**src/rtl/sseg_scan_mux.sv**
```systemverilog
// Four-digit common-anode scanner: frame-aligned value capture, optional leading-zero blanking.
// Latency: an/digit follow the registered slot with no pipeline; free-running, no backpressure.
module sseg_scan_mux #(
  parameter int REFRESH_DIV = 100000
) (
  input  logic        clk,
  input  logic        rst_n,
  input  logic [15:0] value,
  input  logic        load,
  input  logic        lz_blank,
  output logic [3:0]  digit,
  output logic [3:0]  an,
  output logic        frame_done
);

  localparam int PW = (REFRESH_DIV > 1) ? $clog2(REFRESH_DIV) : 1;
  localparam logic [PW-1:0] PMAX = PW'(REFRESH_DIV - 1);

  logic [PW-1:0] pcnt;
  logic [1:0]    slot;
  logic [15:0]   pend;
  logic [15:0]   disp;
  logic          disp_lz;

  logic          slot_end;
  logic          boundary;
  logic [3:0]    nib;
  logic          lead_zero;

  assign slot_end = (pcnt == PMAX);
  assign boundary = slot_end && (slot == 2'd3);

  always_ff @(posedge clk) begin
    if (!rst_n) begin
      pcnt       <= '0;
      slot       <= 2'd0;
      pend       <= 16'h0000;
      disp       <= 16'h0000;
      disp_lz    <= 1'b0;
      frame_done <= 1'b0;
    end else begin
      pcnt       <= slot_end ? '0 : pcnt + 1'b1;
      frame_done <= boundary;
      if (slot_end) begin
        slot <= slot + 2'd1;
      end
      if (load) begin
        pend <= value;
      end
      // A load on the boundary cycle bypasses pend so it is shown this frame.
      if (boundary) begin
        disp    <= load ? value : pend;
        disp_lz <= lz_blank;
      end
    end
  end

  always_comb begin
    nib       = 4'h0;
    lead_zero = 1'b0;
    case (slot)
      2'd0: nib = disp[3:0];
      2'd1: begin
        nib       = disp[7:4];
        lead_zero = (disp[15:4] == 12'h000);
      end
      2'd2: begin
        nib       = disp[11:8];
        lead_zero = (disp[15:8] == 8'h00);
      end
      default: begin
        nib       = disp[15:12];
        lead_zero = (disp[15:12] == 4'h0);
      end
    endcase
    if (disp_lz && lead_zero) begin
      digit = 4'h0;
      an    = 4'b1111;
    end else begin
      digit = nib;
      an    = ~(4'b0001 << slot);
    end
  end

endmodule

```
**config.mk**
```make
export PLATFORM = sky130hd
export DESIGN_NAME = sseg_scan_mux
export DESIGN_NICKNAME = d
export VERILOG_FILES = /design/src/rtl/sseg_scan_mux.sv
export SDC_FILE = /design/constraint.sdc
export NUM_CORES = 1
export LEC_CHECK = 0
export ABC_AREA = 1
export BUFFER_PORTS_ARGS = -buffer_cell sky130_fd_sc_hd__buf_2
export CORE_MARGIN = 10
export CORE_UTILIZATION = 31
export DETAILED_ROUTE_END_ITERATION = 10
export PLACE_DENSITY_LB_ADDON = 0.08
export SLEW_MARGIN = 20
export SYNTH_ARGS = -nofsm -noshare
export SYNTH_HDL_FRONTEND = slang
export SYNTH_SLANG_ARGS = --single-unit
```
**constraint.sdc**
```tcl
create_clock -name clk -period 1.51 [get_ports clk]
set_input_delay 0.151 -clock clk [delete_from_list [all_inputs] [get_ports clk]]
set_output_delay 0.151 -clock clk [all_outputs]
set_load 0.005 [all_outputs]
```
Word-level counts from Yosys, hierarchy flattened. Cells that the tools add are included.

Eq/ne operators: 4. Mux-type cells: 5. Shift operators: 1. Reduce and logical (&&, ||, !) cells: 7. Bitwise logic cells: 2. $add $sub $neg: 2.

Operators by type and width (count): 17-bit by 1-bit adder with 17-bit output (second input constant) (1); 17-bit == test (second input constant) (1); 16-bit 2-to-1 mux (1); 12-bit logical NOT (1); 4-bit case mux with 3 select lines (1); 8-bit logical NOT (1); 4-bit 2-to-1 mux (2); 2-bit == test (second input constant) (2); 4-bit logical NOT (1); 4-bit NOT (1); 1-bit by 2-bit << shifter with 4-bit output (first input constant) (1); 1-bit case mux with 3 select lines (1); 2-bit by 1-bit adder with 2-bit output (second input constant) (1); 2-bit by 1-bit == test with 1-bit output (second input constant) (1); 1-bit logical AND (2); 2-bit logical NOT (1); 2-bit OR reduction (1); 1-bit NOT (1).

Output and inout bits: 9. Input bits: 20. Register bits: 53. Logic and storage cells: 27.

Logic depth before layout (Yosys ltp).
Depth after elaboration: 4. Depth in mapped cells: 10.

Worst setup path before layout. Ideal clock, no wire load.

Kind: reg2reg. Start: register pcnt[0]. End: register pcnt[15]. Slack: 2 ps. Stages on the path, launching flop included: 10. Library setup time: 122 ps. Data arrival time: 1386 ps. Clock period less this slack: 1508 ps. Path through: dfxtp_1 > ha_1 > nand2_1 > inv_2 > nand2_2 > nor2_4 > nand2_1 > nand2_2 > buf_4 > a21oi_1.

Word-level cells in the longest chain between the ends: 2. Elaborated cells on any way between the ends: 3. Classes of those cells: add/sub (1); eq/ne (1); reduce/logical (1).

RTL lines: from (decl) (line 19) `logic [PW-1:0] pcnt;`; from (signal assigned) (line 42) `pcnt <= slot_end ? '0 : pcnt + 1'b1;`; branches (longest 2 deep; another with 17-bit by 1-bit adder with 17-bit output).

Several ways; the timed one is not identified. A chain may end at the register's enable or synchronous reset.

Worst setup path after layout.
Start: register slot[0]. End: output digit[2].

Word-level cells in the longest chain between the ends: 4. Elaborated cells on any way between the ends: 7. Classes of those cells: eq/ne (2); mux (3); reduce/logical (2).

RTL lines: from (decl) (line 20) `logic [1:0] slot;`; from (signal assigned) (line 45) `slot <= slot + 2'd1;`; 2-bit == test (tied with other cells) (line 61) `case (slot)`; 1-bit case mux with 3 select lines (line 61); 1-bit logical AND (line 76) `if (disp_lz && lead_zero) begin`; 4-bit 2-to-1 mux * (line 76); to (decl) (line 11) `output logic [3:0] digit,`.

Every way passes the cells marked *; elsewhere a longest branch is shown, timed or not.

==> metrics.txt <==
layout cell share with drive strength beyond 1=0.233; post-detail-place hpwl=4.69 mm; clk slew on worst S/H paths=0.11 ns; Top delay family on crit path=buffers and inverters; Sw Share=0.245; Hold Path Class=in2reg; n_diodes=0; worst skew pair latency=0.31 ns; syn avg cell area=6.60 um2; sequential area share after synthesis=0.408; first-pass GRT wire length=10.6 mm; top cells by count, synth=104 x nand2_1, 66 x nor2_1, 62 x inv_1; fin crit share=1.13; nets=471; final hold viol count=0; post-synthesis mux area share=0; Ports=29; pwr dens=723 mW/mm2; largest net degree at the start of global routing=33; number of global-route vias before repair=2248; CTS tree=done; post-synthesis xor/xnor area fraction=0.0101; Post-Route WL=6.43 mm; clock power share=0.337; Starting DRT DRC Count=85; Slew headroom=0.703; initial antenna violation count=0; Syn Nets=420; fill count=889; share of the synthesized area in the top cell type=0.408; CTS buffer count=5; Routed WL per cell=11.7 um; Worst-Margin Slew=0.446 ns; Clock Root Buffer=clkbuf_8; DIE AREA=0.0125 mm2; worst-path fanout max=4; Top cell by count, worst path=inv_2; vias=2389; FMAX=0.584 GHz; ys async rst share=0; switching pwr=0.000593 W; Worst Setup Slack, final=-0.202 ns; Setup crit end kind=output port; Area growth, synth to finish=28.5%; VDD IR max=0.418 mV; Final Critical Period=1.71 ns; Initial Util=0.318; Int Pwr=0.00182 W; critical path buffer and inverter count=4; Reg power frac=0.597; warnings from Yosys=0; clk_skew=0.0139 ns; total grt overflow=0; Synth Area in Simple Gates=0.351; ys flop type=dfxtp_1; Mapped Area=0.00260 mm2; Setup Crit Path Kind=reg2out; Crit Reg-Reg Startpoint=pcnt[0]; die extent in x=112 um; Final ANT Viol Nets=0; Placeable Area=0.00818 mm2; RSZ-0062 raised after global routing=true; minimum hold slack=0.0550 ns; Die Y=112 um; largest family of logic cells by synthesized area=simple AND/OR/NAND/NOR gates; clock tree sinks=53; WP data required=1.36 ns; CP peak stage delay=0.38 ns; Synth Area in Compound Gates=0.0818; critical path launch point=slot[0]; clk buf depth=2; Comb power frac=0.067; ranking of synthesized cells by area=dfxtp_1 41%, nand2_1 15%, nor2_1 9.5%; Post-Synth Adder-Cell Area=0.0289; # DRC=0; hold buffers post-CTS=0; Vias/cell=4.34; I/O Buffers=28; H-tree levels=2; Tot Pwr=0.00242 W; Tot GR Track Use=0.0992; Hold Startpoint=lz_blank; max-cap violation count=0; TNS Setup=-1.27 ns; Setup violations, final=8; drt first pass iters=4; run status=finished, violations left; crit path launch type=flop; CP arrival=1.56 ns; Leak Pwr=1.54 nW; cells along the critical path=inv_2, ha_4, inv_2, buf_4, o21ai_1, o22ai_1, a21oi_2, buf_2; final slew viol count=0; GPL Wtd Cong=0.807; cell with the largest stage delay on the worst path=dfxtp_4; Synth cell types=26; number of synthesized flops with an enable pin=0; count leader, synth=nand2_1; failing checks=negative setup slack; Site Rows=33; Synth Instances=394; Seq cells post-synth=53; Layout Utilization=0.409; Yosys top cell by area=dfxtp_1
## stage by stage
stage	cells	setup WS [ns]	cell area (um2)
after floorplan	394	0.00241	2600
after global placement	537	0.0136	3020
after detailed placement	537	-0.0144	3020
after CTS	546	-0.210	3200
after global routing	551	-0.286	3340
final	551	-0.202	3340
## cell families (layout without fill, tap and decap cells)
family | count (synthesis) | count (layout)
adder cells (fa/ha/maj) | 6 | 6
AND/OR/NAND/NOR | 212 | 213
buffers and inverters | 80 | 131
flip-flops | 53 | 53
AO/OA/AOI/OAI | 40 | 40
XOR/XNOR | 3 | 3
## timing repair
item / CTS / global route
gates cloned: 0 / 2
resized for setup: 32 / 17
buffers inserted: 1 / 3
setup endpoints to repair: 8 / 43
pin swaps: 9 / 7
## cell usage in the layout, fill, tap and decap left out, types with 9 or more instances in the layout
master   Yosys  routed
a21oi_1     12       9
buf_2        2      26
buf_4        1      18
dfxtp_1     53      49
inv_1       62      59
nand2_1    104      97
nand2_2      4      10
nand3_1     10       9
nand4_1     19      19
nor2_1      66      65
o21ai_0     22      17
## flip-flops by register name (all words and copies together), names as in the netlist
signal      flops
pcnt           17
disp           16
pend           16
slot            2
disp_lz         1
frame_done      1
## worst paths after layout
kind | depth (start not counted) | slack [ns] | endpoint
max | 8 | -0.20 | digit[2]
min | 3 | 0.05 | disp_lz
max reg2reg | 10 | 0.05 | disp[5]
min reg2reg | 2 | 0.48 | pcnt[16]
## cell type report
| class | instances | area [um2] | area share |
|---|---|---|---|
| clock inverters | 2 | 15.0 | 0.00449 |
| flip-flops and latches | 53 | 1070 | 0.320 |
| multi-input cells | 262 | 1360 | 0.405 |
| repair buffers | 55 | 438 | 0.131 |
| clock buffers | 6 | 72.6 | 0.0217 |
| inverters | 68 | 259 | 0.0775 |
| well taps | 105 | 131 | 0.0393 |
## metal layers
layer / part of all wire / track usage / vias up
li1: - / - / 1315
met1: 0.55 / 0.148 / 1040
met2: 0.41 / 0.140 / 29
met3: 0.031 / 0.0231 / 5
met4: 0.0072 / 0.0206 / 0
met5: 0 / 0 / -
## power groups by stage
stage / sequential [W] / clock (W) / combinational [W]
floorplan: 0.00147 / 0 / 0.0000920
global placement: 0.00147 / 0 / 0.000161
detailed placement: 0.00148 / 0 / 0.000162
CTS: 0.00144 / 0.000848 / 0.000163
global route: 0.00145 / 0.000902 / 0.000191
finish: 0.00144 / 0.000814 / 0.000161
## tightest hold or removal path: cells and delay by family
kind	cells	cell delay [ns]
buffers and inverters	1	0.08
AND/OR/NAND/NOR	2	0.11
No activity file was read; power rests on OpenSTA's default activity.
